==> config.mk <==
export PLATFORM = sky130hd
export DESIGN_NAME = spi_reg_writer_flat
export DESIGN_NICKNAME = d
export VERILOG_FILES = /design/src/rtl/spi_reg_writer_if.sv /design/src/rtl/spi_reg_writer.sv /design/src/flat_wrapper.sv
export SDC_FILE = /design/constraint.sdc
export NUM_CORES = 1
export LEC_CHECK = 0
export ABC_AREA = 1
export BUFFER_PORTS_ARGS = -buffer_cell sky130_fd_sc_hd__buf_4
export CAP_MARGIN = 30
export CORE_MARGIN = 2
export CORE_UTILIZATION = 24
export DETAILED_ROUTE_END_ITERATION = 12
export REMOVE_ABC_BUFFERS = 1
export SLEW_MARGIN = 15
export SYNTH_ARGS = -nofsm -noshare
export SYNTH_HDL_FRONTEND = slang
export SYNTH_SLANG_ARGS = --single-unit
==> constraint.sdc <==
create_clock -name clk -period 4.74 [get_ports clk]
set_input_delay 1.422 -clock clk [delete_from_list [all_inputs] [get_ports clk]]
set_output_delay 1.422 -clock clk [all_outputs]
set_load 0.03 [all_outputs]
==> src/rtl/spi_reg_writer_if.sv <==
// Register-write bus from spi_reg_writer to the signal generator.
// The writer drives the master side; the register file sits on the slave side.
interface spi_reg_writer_if;
  logic       wr_strobe;
  logic [2:0] wr_address;
  logic [4:0] wr_data;

  modport master (output wr_strobe, output wr_address, output wr_data);
  modport slave  (input  wr_strobe, input  wr_address, input  wr_data);
endinterface

==> src/rtl/spi_reg_writer.sv <==
// Mode-0 SPI receiver that buffers 8-bit register-write frames and replays each
// one as an address/data/strobe transaction framed by setup, hold and recovery gaps.
module spi_reg_writer #(
  parameter int FIFO_DEPTH   = 4,
  parameter int SETUP_CYCLES = 8,
  parameter int HOLD_CYCLES  = 128
) (
  input  logic             clk,
  input  logic             rst_n,
  input  logic             ena,
  input  logic             spi_sclk,
  input  logic             spi_cs_n,
  input  logic             spi_mosi,
  input  logic             err_clr,
  spi_reg_writer_if.master wr_bus,
  output logic             busy,
  output logic             overrun,
  output logic             frame_err
);
  localparam int PTR_W   = $clog2(FIFO_DEPTH);
  localparam int CNT_W   = $clog2(FIFO_DEPTH + 1);
  localparam int MAX_CYC = (SETUP_CYCLES > HOLD_CYCLES) ? SETUP_CYCLES : HOLD_CYCLES;
  localparam int TMR_W   = (MAX_CYC > 1) ? $clog2(MAX_CYC) : 1;

  localparam logic [TMR_W-1:0] SETUP_LOAD = TMR_W'(SETUP_CYCLES - 1);
  localparam logic [TMR_W-1:0] HOLD_LOAD  = TMR_W'(HOLD_CYCLES - 1);
  localparam logic [TMR_W-1:0] TMR_ONE    = TMR_W'(1);
  localparam logic [TMR_W-1:0] TMR_ZERO   = TMR_W'(0);
  localparam logic [CNT_W-1:0] CNT_FULL   = CNT_W'(FIFO_DEPTH);
  localparam logic [CNT_W-1:0] CNT_ONE    = CNT_W'(1);
  localparam logic [CNT_W-1:0] CNT_ZERO   = CNT_W'(0);
  localparam logic [PTR_W-1:0] PTR_ONE    = PTR_W'(1);

  typedef enum logic [1:0] {
    ST_IDLE    = 2'd0,
    ST_SETUP   = 2'd1,
    ST_STROBE  = 2'd2,
    ST_RECOVER = 2'd3
  } state_t;

  logic [2:0]       sclk_sync_q, sclk_sync_d;
  logic [1:0]       cs_sync_q, cs_sync_d;
  logic [1:0]       mosi_sync_q, mosi_sync_d;
  logic [2:0]       bit_cnt_q, bit_cnt_d;
  logic [6:0]       shift_q, shift_d;
  logic [7:0]       fifo_q [FIFO_DEPTH];
  logic [7:0]       fifo_d [FIFO_DEPTH];
  logic [PTR_W-1:0] rd_ptr_q, rd_ptr_d;
  logic [PTR_W-1:0] wr_ptr_q, wr_ptr_d;
  logic [CNT_W-1:0] count_q, count_d;
  state_t           state_q, state_d;
  logic [TMR_W-1:0] tmr_q, tmr_d;
  logic             strobe_q, strobe_d;
  logic [2:0]       addr_q, addr_d;
  logic [4:0]       data_q, data_d;
  logic             overrun_q, overrun_d;
  logic             frame_err_q, frame_err_d;

  logic             sclk_rise, push, pop, push_ok, ovr_set, ferr_set;
  logic [7:0]       rx_byte, head;

  always_comb begin
    sclk_sync_d = {sclk_sync_q[1:0], spi_sclk};
    cs_sync_d   = {cs_sync_q[0], spi_cs_n};
    mosi_sync_d = {mosi_sync_q[0], spi_mosi};
    sclk_rise   = sclk_sync_q[1] & ~sclk_sync_q[2];
    rx_byte     = {shift_q, mosi_sync_q[1]};

    bit_cnt_d = bit_cnt_q;
    shift_d   = shift_q;
    push      = 1'b0;
    ferr_set  = 1'b0;
    if (!ena) begin
      bit_cnt_d = 3'd0;
    end else if (cs_sync_q[1]) begin
      // A deselect mid-byte drops the partial byte.
      bit_cnt_d = 3'd0;
      ferr_set  = (bit_cnt_q != 3'd0);
    end else if (sclk_rise) begin
      shift_d   = rx_byte[6:0];
      bit_cnt_d = bit_cnt_q + 3'd1;
      push      = (bit_cnt_q == 3'd7);
    end else begin
      bit_cnt_d = bit_cnt_q;
    end

    head    = fifo_q[rd_ptr_q];
    pop     = (state_q == ST_IDLE) && (count_q != CNT_ZERO);
    push_ok = push && ((count_q != CNT_FULL) || pop);
    ovr_set = push && (count_q == CNT_FULL) && !pop;

    fifo_d   = fifo_q;
    wr_ptr_d = wr_ptr_q;
    rd_ptr_d = rd_ptr_q;
    if (push_ok) begin
      fifo_d[wr_ptr_q] = rx_byte;
      wr_ptr_d         = wr_ptr_q + PTR_ONE;
    end else begin
      wr_ptr_d = wr_ptr_q;
    end
    if (pop) begin
      rd_ptr_d = rd_ptr_q + PTR_ONE;
    end else begin
      rd_ptr_d = rd_ptr_q;
    end
    case ({push_ok, pop})
      2'b10:   count_d = count_q + CNT_ONE;
      2'b01:   count_d = count_q - CNT_ONE;
      default: count_d = count_q;
    endcase

    // Set conditions dominate a coincident clear.
    overrun_d   = ovr_set  | (overrun_q   & ~err_clr);
    frame_err_d = ferr_set | (frame_err_q & ~err_clr);

    state_d  = state_q;
    tmr_d    = tmr_q;
    strobe_d = strobe_q;
    addr_d   = addr_q;
    data_d   = data_q;
    case (state_q)
      ST_IDLE: begin
        if (pop) begin
          addr_d  = head[7:5];
          data_d  = head[4:0];
          tmr_d   = SETUP_LOAD;
          state_d = ST_SETUP;
        end else begin
          state_d = ST_IDLE;
        end
      end
      ST_SETUP: begin
        if (tmr_q == TMR_ZERO) begin
          tmr_d    = HOLD_LOAD;
          strobe_d = 1'b1;
          state_d  = ST_STROBE;
        end else begin
          tmr_d = tmr_q - TMR_ONE;
        end
      end
      ST_STROBE: begin
        if (tmr_q == TMR_ZERO) begin
          tmr_d    = HOLD_LOAD;
          strobe_d = 1'b0;
          state_d  = ST_RECOVER;
        end else begin
          tmr_d = tmr_q - TMR_ONE;
        end
      end
      ST_RECOVER: begin
        if (tmr_q == TMR_ZERO) begin
          state_d = ST_IDLE;
        end else begin
          tmr_d = tmr_q - TMR_ONE;
        end
      end
      default: begin
        state_d  = ST_IDLE;
        strobe_d = 1'b0;
        tmr_d    = TMR_ZERO;
      end
    endcase
  end

  always_ff @(posedge clk or negedge rst_n) begin
    if (!rst_n) begin
      sclk_sync_q <= 3'b000;
      cs_sync_q   <= 2'b11;
      mosi_sync_q <= 2'b00;
      bit_cnt_q   <= 3'd0;
      shift_q     <= 7'd0;
      for (int i = 0; i < FIFO_DEPTH; i++) begin
        fifo_q[i] <= 8'd0;
      end
      rd_ptr_q    <= {PTR_W{1'b0}};
      wr_ptr_q    <= {PTR_W{1'b0}};
      count_q     <= CNT_ZERO;
      state_q     <= ST_IDLE;
      tmr_q       <= TMR_ZERO;
      strobe_q    <= 1'b0;
      addr_q      <= 3'd0;
      data_q      <= 5'd0;
      overrun_q   <= 1'b0;
      frame_err_q <= 1'b0;
    end else begin
      sclk_sync_q <= sclk_sync_d;
      cs_sync_q   <= cs_sync_d;
      mosi_sync_q <= mosi_sync_d;
      bit_cnt_q   <= bit_cnt_d;
      shift_q     <= shift_d;
      fifo_q      <= fifo_d;
      rd_ptr_q    <= rd_ptr_d;
      wr_ptr_q    <= wr_ptr_d;
      count_q     <= count_d;
      state_q     <= state_d;
      tmr_q       <= tmr_d;
      strobe_q    <= strobe_d;
      addr_q      <= addr_d;
      data_q      <= data_d;
      overrun_q   <= overrun_d;
      frame_err_q <= frame_err_d;
    end
  end

  assign wr_bus.wr_strobe  = strobe_q;
  assign wr_bus.wr_address = addr_q;
  assign wr_bus.wr_data    = data_q;
  assign busy              = (state_q != ST_IDLE) || (count_q != CNT_ZERO);
  assign overrun           = overrun_q;
  assign frame_err         = frame_err_q;
endmodule

==> src/flat_wrapper.sv <==
// flat-port wrapper written by rule: the top's interface ports become plain ports
module spi_reg_writer_flat 
#(
  parameter int FIFO_DEPTH   = 4,
  parameter int SETUP_CYCLES = 8,
  parameter int HOLD_CYCLES  = 128
)
  (clk, rst_n, ena, spi_sclk, spi_cs_n, spi_mosi, err_clr, busy, overrun, frame_err, wr_bus_wr_strobe, wr_bus_wr_address, wr_bus_wr_data);
  spi_reg_writer_if wr_bus_i ();
  input  logic clk;
  input  logic rst_n;
  input  logic ena;
  input  logic spi_sclk;
  input  logic spi_cs_n;
  input  logic spi_mosi;
  input  logic err_clr;
  output logic busy;
  output logic overrun;
  output logic frame_err;
  output wire logic [$bits(wr_bus_i.wr_strobe)-1:0] wr_bus_wr_strobe;
  output wire logic [$bits(wr_bus_i.wr_address)-1:0] wr_bus_wr_address;
  output wire logic [$bits(wr_bus_i.wr_data)-1:0] wr_bus_wr_data;
  assign wr_bus_wr_strobe = wr_bus_i.wr_strobe;
  assign wr_bus_wr_address = wr_bus_i.wr_address;
  assign wr_bus_wr_data = wr_bus_i.wr_data;
  spi_reg_writer #(.FIFO_DEPTH(FIFO_DEPTH), .SETUP_CYCLES(SETUP_CYCLES), .HOLD_CYCLES(HOLD_CYCLES)) u_core (.clk(clk), .rst_n(rst_n), .ena(ena), .spi_sclk(spi_sclk), .spi_cs_n(spi_cs_n), .spi_mosi(spi_mosi), .err_clr(err_clr), .wr_bus(wr_bus_i), .busy(busy), .overrun(overrun), .frame_err(frame_err));
endmodule
==> results of run 1 <==
Yosys cell counts (4+ instances only):
library cell / number
dfrtp_1: 74
nand2_1: 72
inv_1: 52
nor2_1: 38
a21oi_1: 30
o21ai_0: 29
o21ai_1: 16
ha_1: 14
o211ai_1: 9
a31oi_1: 8
nand3_1: 8
clkbuf_1: 6
nor2_8: 5
xor2_1: 5
inv_2: 4
routing by layer:
layer | wire (µm) | global-route usage, % | vias up
met1 | 3230 | 11.0 | 1228
met3 | 231 | 2.49 | 13
met4 | 129 | 4.07 | 0
met5 | 0 | 0 | -
li1 | - | - | 1300
met2 | 3340 | 15.8 | 36
power by group through the flow:
| stage | sequential (mW) | combinational, mW | clock, mW |
|---|---|---|---|
| detailed placement | 0.688 | 0.0415 | 0 |
| global placement | 0.687 | 0.0406 | 0 |
| finish | 0.677 | 0.0423 | 0.665 |
| floorplan | 0.685 | 0.0190 | 0 |
| global route | 0.678 | 0.0510 | 0.710 |
| CTS | 0.676 | 0.0416 | 0.684 |
path summary, 6_finish.rpt:
| kind | end | cells after the start |
|---|---|---|
| worst max-delay path | busy | 4 |
| worst min-delay path | u_core.sclk_sync_q[1] | 0 |
| worst min register to register | u_core.sclk_sync_q[1] | 0 |
| min in group asynchronous | u_core.mosi_sync_q[1] | 1 |
| max in group asynchronous | u_core.fifo_q[5] | 2 |
| worst max register to register | u_core.count_q[2] | 12 |
registers in the layout, summed over array words and instances (netlist names):
| signal | flops |
|---|---|
| u_core.sclk_sync_q | 3 |
| u_core.state_q | 2 |
| u_core.tmr_q | 7 |
| u_core.mosi_sync_q | 2 |
| u_core.wr_ptr_q | 2 |
| u_core.frame_err | 1 |
| u_core.cs_sync_q | 2 |
| u_core.wr_bus.wr_data | 5 |
| u_core.count_q | 3 |
| u_core.rd_ptr_q | 2 |
| u_core.shift_q | 7 |
| u_core.fifo_q | 32 |
| u_core.wr_bus.wr_address | 3 |
| u_core.bit_cnt_q | 3 |
| u_core.wr_bus.wr_strobe | 1 |
| u_core.overrun | 1 |
worst max-delay path, cell delays in order, from the launching register on:
cell and delay, ps:
dfrtp_1 400, inv_1 130, ha_1 220, nand3_1 160, buf_4 220
cell usage in the layout, fill, tap and decap left out:
| cell | count |
|---|---|
| buf_4 | 18 |
| clkinv_2 | 1 |
| dfstp_2 | 2 |
| inv_1 | 52 |
| inv_2 | 4 |
| a31oi_1 | 8 |
| nand3b_1 | 2 |
| nand4_1 | 2 |
| clkbuf_8 | 1 |
| nor2_8 | 5 |
| nand3_1 | 8 |
| buf_12 | 1 |
| o21ai_0 | 29 |
| nand2_8 | 1 |
| clkbuf_1 | 3 |
| nand2_1 | 72 |
| nor2_4 | 2 |
| clkbuf_16 | 9 |
| fa_1 | 1 |
| xnor2_1 | 1 |
| buf_8 | 1 |
| o21ai_1 | 16 |
| ha_1 | 14 |
| nor3_1 | 1 |
| o211ai_1 | 9 |
| or2_2 | 2 |
| a32o_1 | 1 |
| nand2_4 | 2 |
| dfrtp_1 | 74 |
| nor2_2 | 1 |
| xor2_1 | 5 |
| nor2_1 | 38 |
| bufinv_16 | 1 |
| a21oi_1 | 30 |
cell families (layout without fill, tap and decap cells):
family	count (synthesis)	count (layout)	synth area share, %
flip-flops	76	76	52.6
AND/OR/NAND/NOR	136	136	18.5
buffers and inverters	69	91	8.25
AO/OA/AOI/OAI	93	93	13.9
adder cells (fa/ha/maj)	15	15	5.39
XOR/XNOR	6	6	1.45
cell type report:
class / instances / area, µm²
Clock buffer: 13 / 250
Clock inverter: 2 / 35.0
Fill cell: 1521 / 10400
Inverter: 56 / 210
Multi-Input combinational cell: 250 / 1420
Sequential cell: 76 / 1900
Tap cell: 184 / 230
Timing Repair Buffer: 20 / 170
==> results.cfg, run 1 <==
[setup_path]
cp.required_ps = 3320
worst-setup-path-type = flop to primary output
crit_arrival_ps = 1460
crit_fanout = 4
start_kind = flop
worstReg2RegStart = u_core.count_q[0]
cp-startpoint = u_core.state_q[0]
rrSetupSlack_ps = 2480
worstSetupEndpointType = primary output

[synthesis]
synth_top_area_share_pct = 51.1
synth_top_cell_by_area = dfrtp_1
avgSynthCellArea_um2 = 9.17
synth-seq-cells = 76
synth_edf_count = 0
ys.flop_type = dfrtp_1
synth_area_leaders = dfrtp_1, nand2_1, inv_1
ys_types = 31
yosysSeqAreaShare_pct = 52.6
syn-cell-area_um2 = 3620
synth_warnings = 0
syn_inst = 395
async_flop_share_pct = 100

[job]
max-cap-violations = 0

[clock_tree]
clock-sinks = 76
clockBufferDepth = 2
cts_hold_buffers = 0
tritoncts = yes
cts_max_level = 3
clock_latency_ps = 330
cts_buffers = 9
cts_resized = 0
cts_setup_buffers = 0
root_buffer = clkbuf_16
clk_pin_slew_ps = 50

[detailed_routing]
ant_nets = 0
via_count = 2577
drc = 0
initialDrtViolationCount = 183
routed_wl_um = 6940
drtPass1Iterations = 5
via_per_inst = 4.29
avgRoutedWirePerCell_um = 11.5

[min_path]
min_from = u_core.sclk_sync_q[0]
min-delay-path-class = flop to flop

[timing]
fin_crit_ps = 2880
skew_ps = 6.28
slew_headroom_pct = 54.0
fmax_mhz = 347
setup_ws_ps = 1860
holdWs_ps = 351
hold_viol_final = 0
finalSetupTns_ps = 0
slew_viol_final = 0
worstMarginPinSlew_ps = 690
min_period_over_period_pct = 60.9
setup_viol = 0
rsz0062_at_grt = false

[place]
dp.cells = 584
placed_area_um2 = 3900
port-buffer-count = 18
preCtsSetupSlack_ps = 1910
hpwlAfterDp_um = 4550
gp_congestion = 0.767

[outcome]
status = complete, no violations

[finish]
final_area_um2 = 4220
instances_no_fill = 601
n_antenna_cell = 0
drive_above_1_share_pct = 12.2
utilization_pct = 28.8
area_delta_synth_final_pct = 16.5
nets = 435

[grt]
grt.overflow.total = 0
grt_pass1_vias = 2679
track_usage_pct = 9.28
grt_first_pass_wirelength_um = 12100
grt_antenna_before_repair = 0
grt_max_degree = 77

[pwr]
p_per_area_nw_per_um2 = 328
p_seq_share_pct = 48.9
pwr-share-comb_pct = 3.1
ir_drop_mv = 0.156
p_sw_mw = 0.289
fin_total_pwr_mw = 1.38
clockPowerShare_pct = 48.0
sw_frac_of_total_pct = 20.9
power.leakage_nw = 2.13
internal_power_mw = 1.09

[floorplanning]
core.rowCount = 44
die_w_um = 127
die_h_um = 127
dieArea_um2 = 16100
start_util_pct = 24.7
boundaryPins = 19
core_um2 = 14600
Note: power is estimated with default switching activity, not from simulation.
==> run 2, diff against run 1 <==
==> constraint.sdc (replaced) <==
create_clock -name clk -period 2.4 [get_ports clk]
set_input_delay 0.72 -clock clk [delete_from_list [all_inputs] [get_ports clk]]
set_output_delay 0.72 -clock clk [all_outputs]
set_load 0.03 [all_outputs]
==> run 2 against run 1 <==
Design area increased by 0.59%. Sequential cell count unchanged. Worst setup slack got worse by 1700 ps. Highest routed layer unchanged.
==> results.cfg, run 2 (synthesized netlist as in run 1, its figures left out) <==
[outcome]
status = complete, no violations

[finish]
largestRegisters = u_core.fifo_q: 32 flops, u_core.shift_q: 7 flops, u_core.tmr_q: 7 flops
regMostFlops = u_core.fifo_q
n_antenna_cell = 0
area_delta_synth_final_pct = 17.2
final_cell_mix = dfrtp_1, nand2_1, inv_1, nor2_1, a21oi_1
nets = 436
drive_above_1_share_pct = 13.4
largest_reg_flops = 32
final_common_cell = dfrtp_1
final_area_um2 = 4250

[grt]
grt_max_degree = 49
grt_pass1_vias = 2628
track_usage_pct = 9.34
grt.overflow.total = 0
grt_antenna_before_repair = 0
grt_first_pass_wirelength_um = 12000

[detailed_routing]
drtPass1Iterations = 4
ant_nets = 0
routed_wl_um = 6930
via_count = 2599
drc = 0
initialDrtViolationCount = 112
avgRoutedWirePerCell_um = 11.5
via_per_inst = 4.31

[clock_tree]
clock_latency_ps = 340
cts_setup_buffers = 0
clock-sinks = 76
cts_resized = 0
clk_pin_slew_ps = 60
tritoncts = yes
clockBufferDepth = 2
cts_max_level = 3
cts_buffers = 9
cts_hold_buffers = 0
root_buffer = clkbuf_16

[setup_path]
cp.required_ps = 1680
worst-setup-path-type = flop to primary output
crit_path_max_incr_delay_ps = 420
crit_buf_inv = 1
worstSetupEndpointType = primary output
crit_slowest_cell = dfrtp_1
cp_top_family = simple AND/OR/NAND/NOR gates
cp-startpoint = u_core.count_q[0]
crit_arrival_ps = 1480
worstReg2RegStart = u_core.count_q[0]
crit_fanout = 3
start_kind = flop
cp_cell_sequence = nor2_1 > nand3_1 > buf_4

[floorplanning]
dieArea_um2 = 16100
core_um2 = 14600
die_w_um = 127
die_h_um = 127
start_util_pct = 24.7
core.rowCount = 44
boundaryPins = 19

[timing]
fmax_mhz = 455
worstMarginPinSlew_ps = 685
min_period_over_period_pct = 91.6
fin_crit_ps = 2200
finalSetupTns_ps = 0
slew_viol_final = 0
setup_viol = 0
rsz0062_at_grt = false
hold_viol_final = 0
slew_headroom_pct = 54.4
skew_ps = 9.34

[pwr]
p_per_area_nw_per_um2 = 663
ir_drop_mv = 0.310
power.leakage_nw = 2.15

[job]
max-cap-violations = 0

[place]
gp_congestion = 0.756
placed_area_um2 = 3940
hpwlAfterDp_um = 4690
port-buffer-count = 18

[min_path]
min-delay-path-class = input port to async pin
-- run 2: cell count changes in the layout (fill, tap and decap cells not counted) --
cell,previous run,this run
clkinv_2,1,2
inv_6,0,2
clkbuf_1,3,0
clkbuf_8,1,2
buf_4,18,20
buf_8,1,0
-- run 2: final cells by class --
| type | count | area [µm²] |
|---|---|---|
| fill | 1530 | 10400 |
| sequential | 76 | 1900 |
| multi-input combinational | 250 | 1420 |
| clock buffer | 11 | 253 |
| tap | 184 | 230 |
| inverter | 56 | 210 |
| timing repair buffer | 21 | 170 |
| clock inverter | 5 | 57.6 |
-- run 2: path summary, 6_finish.rpt --
kind                                         end  slack (ps)  cells after the start
setup / recovery                            busy         200                      3
hold / removal             u_core.mosi_sync_q[0]         300                      1
setup reg to reg               u_core.count_q[2]         360                     12
hold reg to reg            u_core.sclk_sync_q[1]         350                      0
max in group asynchronous    u_core.cs_sync_q[0]        1450                      2
min in group clk           u_core.sclk_sync_q[1]         350                      0
-- run 2: per-stage QoR --
step / hold slack, ps / instances / power, mW / setup slack (ps) / utilization [%]
after floorplan: 331 / 382 / 1.39 / 471 / -
after global placement: 336 / 587 / 1.44 / 333 / 26.9
after detailed placement: 339 / 587 / 1.44 / 266 / 26.9
after CTS: 319 / 603 / 2.85 / 187 / 29.0
after global routing: 326 / 603 / 2.93 / 135 / 29.0
final: 301 / 603 / 2.81 / 201 / 29.0
-- run 2: power by group --
group / leakage, nW / switching, mW / total, mW / internal (mW)
logic: 1.10 / 0.0576 / 0.0827 / 0.0251
registers: 0.893 / 0.0252 / 1.34 / 1.31
clock network: 0.156 / 0.532 / 1.40 / 0.865
-- run 2: worst register-to-register path, stage by stage, from the launching register on --
cell and delay [ps]:
dfrtp_1 420, nor2_1 300, nand2_1 80, nand2_1 180, inv_2 50, nand2_1 110, inv_1 70, fa_1 410
inv_1 100, nand3_1 80, nand3_1 90, nand2_1 50, inv_1 40
-- run 2: per-layer routing --
metal | global-route usage, % | share of wire [%] | wire (µm)
met5 | 0 | 0 | 0
met4 | 4.85 | 2.7 | 186
met3 | 2.70 | 3.3 | 227
met2 | 15.6 | 48 | 3290
met1 | 10.9 | 46 | 3220
==> run 3, diff against run 2 <==
--- a/config.mk
+++ b/config.mk
@@ -11,8 +11,7 @@
 export CORE_MARGIN = 2
 export CORE_UTILIZATION = 24
 export DETAILED_ROUTE_END_ITERATION = 12
-export REMOVE_ABC_BUFFERS = 1
-export SLEW_MARGIN = 15
+export SLEW_MARGIN = 20
 export SYNTH_ARGS = -nofsm -noshare
 export SYNTH_HDL_FRONTEND = slang
 export SYNTH_SLANG_ARGS = --single-unit
==> run 3 against run 2 <==
Critical path depth unchanged. Critical endpoint unchanged. Sequential cell count is the same. Routed wire length is 2.8% higher. Clock power hardly changed. Worst hold slack better by 46 ps. Power rose by 0.95%. Sequential power about the same. Utilization increased by 0.085 points.
==> results.cfg, run 3 (synthesized netlist as in run 1, its figures left out) <==
[detailed_routing]
drt-met1-wl_um = 3370
routed_wl_um = 7120
drtPass1Iterations = 4
via_per_inst = 4.33
avgRoutedWirePerCell_um = 11.8
highest_layer = met4
via_count = 2612
wl_met3_um = 243
wl_met2_um = 3360
initialDrtViolationCount = 188
drc = 0
ant_nets = 0

[pwr]
fin_total_pwr_mw = 2.84
power.leakage_nw = 2.15
p_per_area_nw_per_um2 = 667
ir_drop_mv = 0.264

[timing]
hold_viol_final = 0
fin_crit_ps = 2220
fmax_mhz = 451
slew_headroom_pct = 56.0
min_period_over_period_pct = 92.5
rsz0062_at_grt = false
skew_ps = 9.89
finalSetupTns_ps = 0
slew_viol_final = 0
worstMarginPinSlew_ps = 660
setup_viol = 0

[finish]
largestRegisters = u_core.fifo_q: 32 flops, u_core.shift_q: 7 flops, u_core.tmr_q: 7 flops
final_cell_mix = dfrtp_1, nand2_1, inv_1, nor2_1, a21oi_1
final_area_um2 = 4260
area_delta_synth_final_pct = 17.5
final_common_cell = dfrtp_1
fillers = 1518
largest_reg_flops = 32
regMostFlops = u_core.fifo_q
n_antenna_cell = 0
drive_above_1_share_pct = 13.4
instances_no_fill = 603
nets = 436

[clock_tree]
clockBufferDepth = 2
root_buffer = clkbuf_16
cts_hold_buffers = 0
clock_latency_ps = 340
tritoncts = yes
cts_setup_buffers = 0
cts_buffers = 9
cts_resized = 0
cts_max_level = 3
clock-sinks = 76
clk_pin_slew_ps = 60

[floorplanning]
boundaryPins = 19
die_w_um = 127
core.rowCount = 44
core_um2 = 14600
start_util_pct = 24.7
die_h_um = 127
dieArea_um2 = 16100

[grt]
grt_first_pass_wirelength_um = 11800
grt_antenna_before_repair = 0
grt_pass1_vias = 2480
grt.overflow.total = 0
grt_max_degree = 42
track_usage_pct = 9.38

[setup_path]
cp.required_ps = 1680
start_kind = flop
crit_path_max_incr_delay_ps = 420
worst-setup-path-type = flop to primary output
cp_cell_sequence = nor2_1 > nand3_1 > buf_4
worstSetupEndpointType = primary output
crit_slowest_cell = dfrtp_1
crit_arrival_ps = 1500
crit_buf_inv = 1
crit_fanout = 3
cp_top_family = simple AND/OR/NAND/NOR gates

[job]
max-cap-violations = 0

[min_path]
min-delay-path-class = input port to async pin

[outcome]
status = complete, no violations

[place]
gp_congestion = 0.784
hpwlAfterDp_um = 4860
port-buffer-count = 18
placed_area_um2 = 3940
dp.cells = 587

[synthesis]
syn_nets = 417
## run 3: final timing paths
| check | startpoint | end | slack [ps] | depth (start not counted) |
|---|---|---|---|---|
| max in group asynchronous | rst_n | u_core.fifo_q[1] | 1470 | 2 |
| min reg2reg | u_core.sclk_sync_q[0] | u_core.sclk_sync_q[1] | 350 | 0 |
| max reg2reg | u_core.count_q[0] | u_core.count_q[2] | 360 | 12 |
| min | rst_n | u_core.mosi_sync_q[0] | 350 | 1 |
| min in group clk | u_core.sclk_sync_q[0] | u_core.sclk_sync_q[1] | 350 | 0 |
| max | u_core.count_q[0] | busy | 180 | 3 |
## run 3: stage by stage
stage / hold slack, ps / utilization, % / setup slack, ps
2_1_floorplan: 331 / - / 504
3_3_place_gp: 337 / 26.9 / 331
3_5_place_dp: 339 / 26.9 / 245
4_1_cts: 352 / 29.1 / 181
5_1_grt: 357 / 29.1 / 133
6_report: 347 / 29.1 / 181
## run 3: power breakdown
group / internal, mW / switching, mW
clock network: 0.916 / 0.505
registers: 1.31 / 0.0259
logic: 0.0250 / 0.0589
## run 3: final cells by class
class	instances	area [µm²]	share of cell area, %
sequential	76	1900	44.7
multi-input combinational	250	1420	33.4
inverter	56	210	4.94
timing repair buffer	21	170	4.00
clock inverter	3	42.5	0.999
tap	184	230	5.41
clock buffer	13	280	6.58
## run 3: per-layer routing
layer	vias to the layer above	track usage, %
li1	1303	-
met1	1255	11.4
met2	43	15.1
met3	11	2.61
met4	0	5.04
met5	-	0
